==> src/rtl/sisc_fetch.sv <==
// SISC instruction fetch stage: PC/IR ownership, req/ack instruction memory access,
// branch/jump PC loads (immediate or deferred until the in-flight fetch completes).
module sisc_fetch #(
  parameter int              AW       = 16,
  parameter logic [AW-1:0]   PC_RESET = '0,
  parameter int              TIMEOUT  = 15
) (
  input  logic          clk,
  input  logic          rst_f,
  input  logic          fetch_go,
  input  logic          br_load,
  input  logic          br_rel,
  input  logic [AW-1:0] br_target,
  output logic          imem_req,
  output logic [AW-1:0] imem_addr,
  input  logic [31:0]   imem_rdata,
  input  logic          imem_ack,
  output logic          ir_valid,
  output logic [3:0]    opcode,
  output logic [3:0]    mm,
  output logic [3:0]    rs,
  output logic [3:0]    rt,
  output logic [3:0]    rd,
  output logic [15:0]   imm,
  output logic [AW-1:0] pc_out,
  output logic          busy,
  output logic          fault
);

  typedef enum logic [1:0] {IDLE, WAIT, HOLD, FAULT} state_t;

  localparam int            CW      = 8;
  localparam logic [CW-1:0] TO_LAST = CW'(TIMEOUT - 1);

  state_t        state_q;
  logic [AW-1:0] pc_q;
  logic [AW-1:0] addr_q;
  logic [AW-1:0] pend_tgt_q;
  logic          pend_vld_q;
  logic [31:0]   ir_q;
  logic [CW-1:0] cnt_q;
  logic          req_q;
  logic          ir_valid_q;
  logic          busy_q;
  logic          fault_q;

  logic [AW-1:0] pc_inc_d;
  logic [AW-1:0] tgt_idle_d;
  logic [AW-1:0] tgt_wait_d;
  logic [AW-1:0] pc_ack_d;

  // While a fetch is outstanding the PC has not yet advanced, so relative
  // targets use PC+1 as the base to match what they would see after the ack.
  assign pc_inc_d   = pc_q + AW'(1);
  assign tgt_idle_d = br_rel ? pc_q + br_target : br_target;
  assign tgt_wait_d = br_rel ? pc_inc_d + br_target : br_target;

  always_comb begin
    pc_ack_d = pc_inc_d;
    if (br_load)
      pc_ack_d = tgt_wait_d;
    else if (pend_vld_q)
      pc_ack_d = pend_tgt_q;
  end

  always_ff @(posedge clk or negedge rst_f) begin
    if (!rst_f) begin
      state_q    <= IDLE;
      pc_q       <= PC_RESET;
      addr_q     <= '0;
      pend_tgt_q <= '0;
      pend_vld_q <= 1'b0;
      ir_q       <= '0;
      cnt_q      <= '0;
      req_q      <= 1'b0;
      ir_valid_q <= 1'b0;
      busy_q     <= 1'b0;
      fault_q    <= 1'b0;
    end else begin
      unique case (state_q)
        IDLE, HOLD: begin
          if (br_load)
            pc_q <= tgt_idle_d;
          if (fetch_go) begin
            state_q    <= WAIT;
            req_q      <= 1'b1;
            addr_q     <= br_load ? tgt_idle_d : pc_q;
            cnt_q      <= '0;
            ir_valid_q <= 1'b0;
            busy_q     <= 1'b1;
            pend_vld_q <= 1'b0;
          end
        end
        WAIT: begin
          if (imem_ack) begin
            state_q    <= HOLD;
            ir_q       <= imem_rdata;
            pc_q       <= pc_ack_d;
            req_q      <= 1'b0;
            ir_valid_q <= 1'b1;
            busy_q     <= 1'b0;
            pend_vld_q <= 1'b0;
          end else if (cnt_q == TO_LAST) begin
            state_q    <= FAULT;
            req_q      <= 1'b0;
            busy_q     <= 1'b0;
            fault_q    <= 1'b1;
            pend_vld_q <= 1'b0;
          end else begin
            cnt_q <= cnt_q + CW'(1);
            if (br_load) begin
              pend_vld_q <= 1'b1;
              pend_tgt_q <= tgt_wait_d;
            end
          end
        end
        default: begin
          // FAULT is terminal until reset.
          state_q <= FAULT;
        end
      endcase
    end
  end

  assign imem_req  = req_q;
  assign imem_addr = addr_q;
  assign ir_valid  = ir_valid_q;
  assign busy      = busy_q;
  assign fault     = fault_q;
  assign pc_out    = pc_q;
  assign opcode    = ir_q[31:28];
  assign mm        = ir_q[27:24];
  assign rs        = ir_q[23:20];
  assign rt        = ir_q[19:16];
  assign rd        = ir_q[15:12];
  assign imm       = ir_q[15:0];

endmodule

==> config.mk <==
export PLATFORM = sky130hd
export DESIGN_NAME = sisc_fetch
export DESIGN_NICKNAME = d
export VERILOG_FILES = /design/src/rtl/sisc_fetch.sv
export SDC_FILE = /design/constraint.sdc
export NUM_CORES = 1
export LEC_CHECK = 0
export ABC_CLOCK_PERIOD_IN_PS = 8080
export CAP_MARGIN = 0
export CORE_MARGIN = 3
export CORE_UTILIZATION = 25
export CTS_BUF_LIST = sky130_fd_sc_hd__clkbuf_8
export DETAILED_ROUTE_END_ITERATION = 6
export HOLD_SLACK_MARGIN = 0.06
export RECOVER_POWER = 25
export SLEW_MARGIN = 10
export SYNTH_ARGS = -nofsm -noshare
export SYNTH_HDL_FRONTEND = slang
export SYNTH_SLANG_ARGS = --single-unit
==> constraint.sdc <==
create_clock -name clk -period 8.08 [get_ports clk]
set_clock_uncertainty 0.05 [all_clocks]
set_input_delay 1.616 -clock clk [delete_from_list [all_inputs] [get_ports clk]]
set_output_delay 1.616 -clock clk [all_outputs]
set_load 0.02 [all_outputs]
==> summary.txt <==
Floorplanning
  – Ports: 126
  – Core Rows: 57
  – Die Width: ~160 um
  – Die area: 26900 um^2
  – Die H: 164 um
  – Core area: 24500 um^2
  – Initial Util: 0.255

Final layout
  – Fillers: 2566
  – Post-synthesis to final-layout area growth: 27.2%
  – Seq. cell area: 2350 um^2
  – Finished Core Util: 0.325
  – # nets final: 934
  – N_diodes: 0
  – Fraction of layout cells with a size suffix above 1: 0.0520
  – Cell Count, Final, Fillers Out: between 1000 and 1500
  – Multi-input logic area: ~3600 um^2

Power and ir drop
  – Static Leakage: 3.43 nW
  – Peak VDD IR: 0.128 mV
  – Design Power: 3.05 mW
  – PD cells: 383 nW/um^2

STA
  – Final hold violations: 0
  – Tmin final: 4.56 ns
  – Max Fclk: 0.219 GHz
  – Endpoints failing setup: 0
  – Hold slack: 0.430 ns
  – Setup TNS: 0 ns
  – Final Cycle Share: 0.564
  – RSZ-0062 raised after global routing: false
  – Slew @ Worst Pin: 1.89 ns
  – Final Max Tran Viols: 32
  – Max-slew headroom: -0.263

GRT
  – GR peak layer: met2
  – Gr ovfl total: 0
  – Total Routing Usage GR: 0.142
  – Largest net degree at the start of global routing: 65
  – GR Util met3: 0.0242
  – Met2 Usage GRT: 0.228
  – Initial antenna violation count: 0
  – Global-route wire length before repair: ~30000 um
  – Vias in the first global route: between 5000 and 6000
  – Met1 usage: 0.194

Outcome
  – Status: finished with violations
  – Failing checks: capacitance limit, slew limit

Setup path
  – CP max FO: 6
  – CP Capture Type: flop
  – Critical path class: primary input to flop
  – FF-to-FF setup slack: 4.36 ns
  – R2R depth: 13
  – Worst reg2reg endpoint: pc_out[13]
  – Critical path arrival: 4.75 ns
  – CP Launch Type: primary input
  – WP data required: just over 8 ns
  – Worst r2r src: pc_out[0]

CTS
  – Clock-pin slew on the worst setup and hold paths: 0.10 ns
  – Clock sink count: 94
  – Max clock buf depth: 2
  – Post-CTS resize count: 0
  – CTS tree: built
  – Hold buffers post-CTS: 0
  – # Post-CTS Setup Buffers: 0
  – Clk root buf: clkbuf_8
  – Later-pin clock latency in the skew report: roughly 0.38 ns
  – H-Tree Depth: 3
  – Total CTS buffers: 9

Detailed routing
  – DRT Wirelength: 18800 um
  – Wire length per cell: 16.0 um
  – Avg Vias per Cell: 4.84
  – DR pass1 iterations: 5
  – DRT iter0 DRCs: 316
  – DRC viols: 0
  – Antenna Nets Post-Route: 0
  – Via Count: 5667

Placement
  – GP Congestion: 0.859
  – Placed cells: between 1000 and 1500
  – PortBufs: 125
  – Post-detail-place hpwl: 13700 um

Min path
  – HP Class: flop to flop
  – Worst hold endpoint: ir_q[3]
  – WHS Path Cells: 2
  – Hold path start: ir_q[3]

Synthesis
  – Synthesis-stage register bit count: 94
  – Leading area contributor after synthesis: dfrtp_1
  – Asr flop ratio synth: 1.00
  – Most numerous cell in the Yosys netlist: nand2_1
  – Most frequent cells after synthesis: nand2_1 (152), dfrtp_1 (94), o21ai_0 (55)
  – Ranking of synthesized cells by area: dfrtp_1 (38%), nand2_1 (9.1%), ha_1 (7.4%)
  – Syn_nets: 836
  – Dominant synthesized flop cell: dfrtp_1
  – Synth unique cells: 60
  – Number of enable flip-flop cells after synthesis: 0
  – Mapped Area: around 6200 um^2
  – Sequential area share after synthesis: 0.376
  – Yosys warns: 0
  – Area fraction of the dominant cell type after synthesis: 0.376
  – Syn_area_per_cell: 8.41 um^2
  – Syn Inst Count: 743

Job
  – Max-cap violation count: 1
==> kinds of logic (layout without fill, tap and decap cells) <==
logic type / after synthesis / in the layout / synth area share
compound gates: 198 / 198 / 0.203
xor+xnor: 37 / 37 / 0.0519
fa+ha+maj: 39 / 39 / 0.0805
buf+inv: 66 / 169 / 0.0438
flops: 94 / 94 / 0.376
mux: 26 / 26 / 0.0432
simple gates: 283 / 283 / 0.201
==> per-layer routing <==
layer,vias to the layer above,wire length (um)
met1,2683,8700
li1,2809,-
met2,146,8720
met4,0,470
met3,29,868
met5,-,0
==> stage by stage <==
step	area, um^2	worst slack (ns)
6_report	7950	3.52
5_1_grt	7950	3.29
4_1_cts	7950	3.56
3_5_place_dp	7770	3.15
3_3_place_gp	7770	3.26
2_1_floorplan	6250	4.32
==> worst max-delay path: stages <==
cell             delay (ns)
clkdlybuf4s50_1        0.64
ha_1                   0.30
a211oi_1               0.32
o21ai_0                0.18
a31oi_1                0.40
o311ai_1               0.24
a41oi_1                0.52
a21oi_1                0.08
a311oi_1               0.30
o311ai_2               0.15
==> worst max path at each step <==
stage,startpoint,to,slack [ns],cells after the start
after floorplan,br_target[1],pc_out[15],4.32,9
after global placement,br_target[1],pc_out[15],3.26,10
after detailed placement,br_target[1],pc_out[15],3.15,10
after CTS,br_target[1],pc_out[15],3.56,10
after global routing,br_target[1],pc_out[15],3.29,10
final,br_target[1],pc_out[15],3.52,10
==> registers in the layout, indices dropped and copies added, names as in the netlist <==
register / cells
fault: 1
pend_tgt_q: 16
pc_out: 16
cnt_q: 8
busy: 1
imem_addr: 16
state_q: 2
pend_vld_q: 1
ir_q: 32
ir_valid: 1
==> cells in the final DEF (no fill, tap or decap), types with 5 or more instances in the layout <==
cell             Yosys  layout
nor2b_1             14      14
nand4_1              7       7
clkbuf_8             0       9
o21ai_0             55      55
nand2b_1            12      12
mux2i_1             18      18
o21bai_1             5       5
o221ai_1             9       9
nor2_1              41      41
ha_1                37      37
nand2_1            152     152
inv_1               17      17
a21oi_1             49      49
dfrtp_1             94      94
a21o_1              14      14
o21a_1               5       5
mux2_2               8       8
xor2_1              17      17
o31ai_1              5       5
clkdlybuf4s50_1      0     123
buf_4                5      10
o211ai_1            12      12
nor3_1               8       8
a211oi_1             9       9
xnor2_1             20      20
nand3_1             30      30
a31oi_1              7       7
==> where the power goes <==
| group | internal [mW] | leakage [nW] | switching (mW) |
|---|---|---|---|
| Clock | 0.115 | 0.0902 | 0.189 |
| Combinational | 0.836 | 2.17 | 1.02 |
| Sequential | 0.672 | 1.18 | 0.220 |
==> area by class of cell <==
cell class                      instances  area share
Clock buffer                            9      0.0156
Tap cell                              324      0.0510
Multi-Input combinational cell        583       0.456
Inverter                               18     0.00850
Sequential cell                        94       0.296
Timing Repair Buffer                  135       0.166
Clock inverter                          7     0.00708
Power figures use the tool's default switching activity.
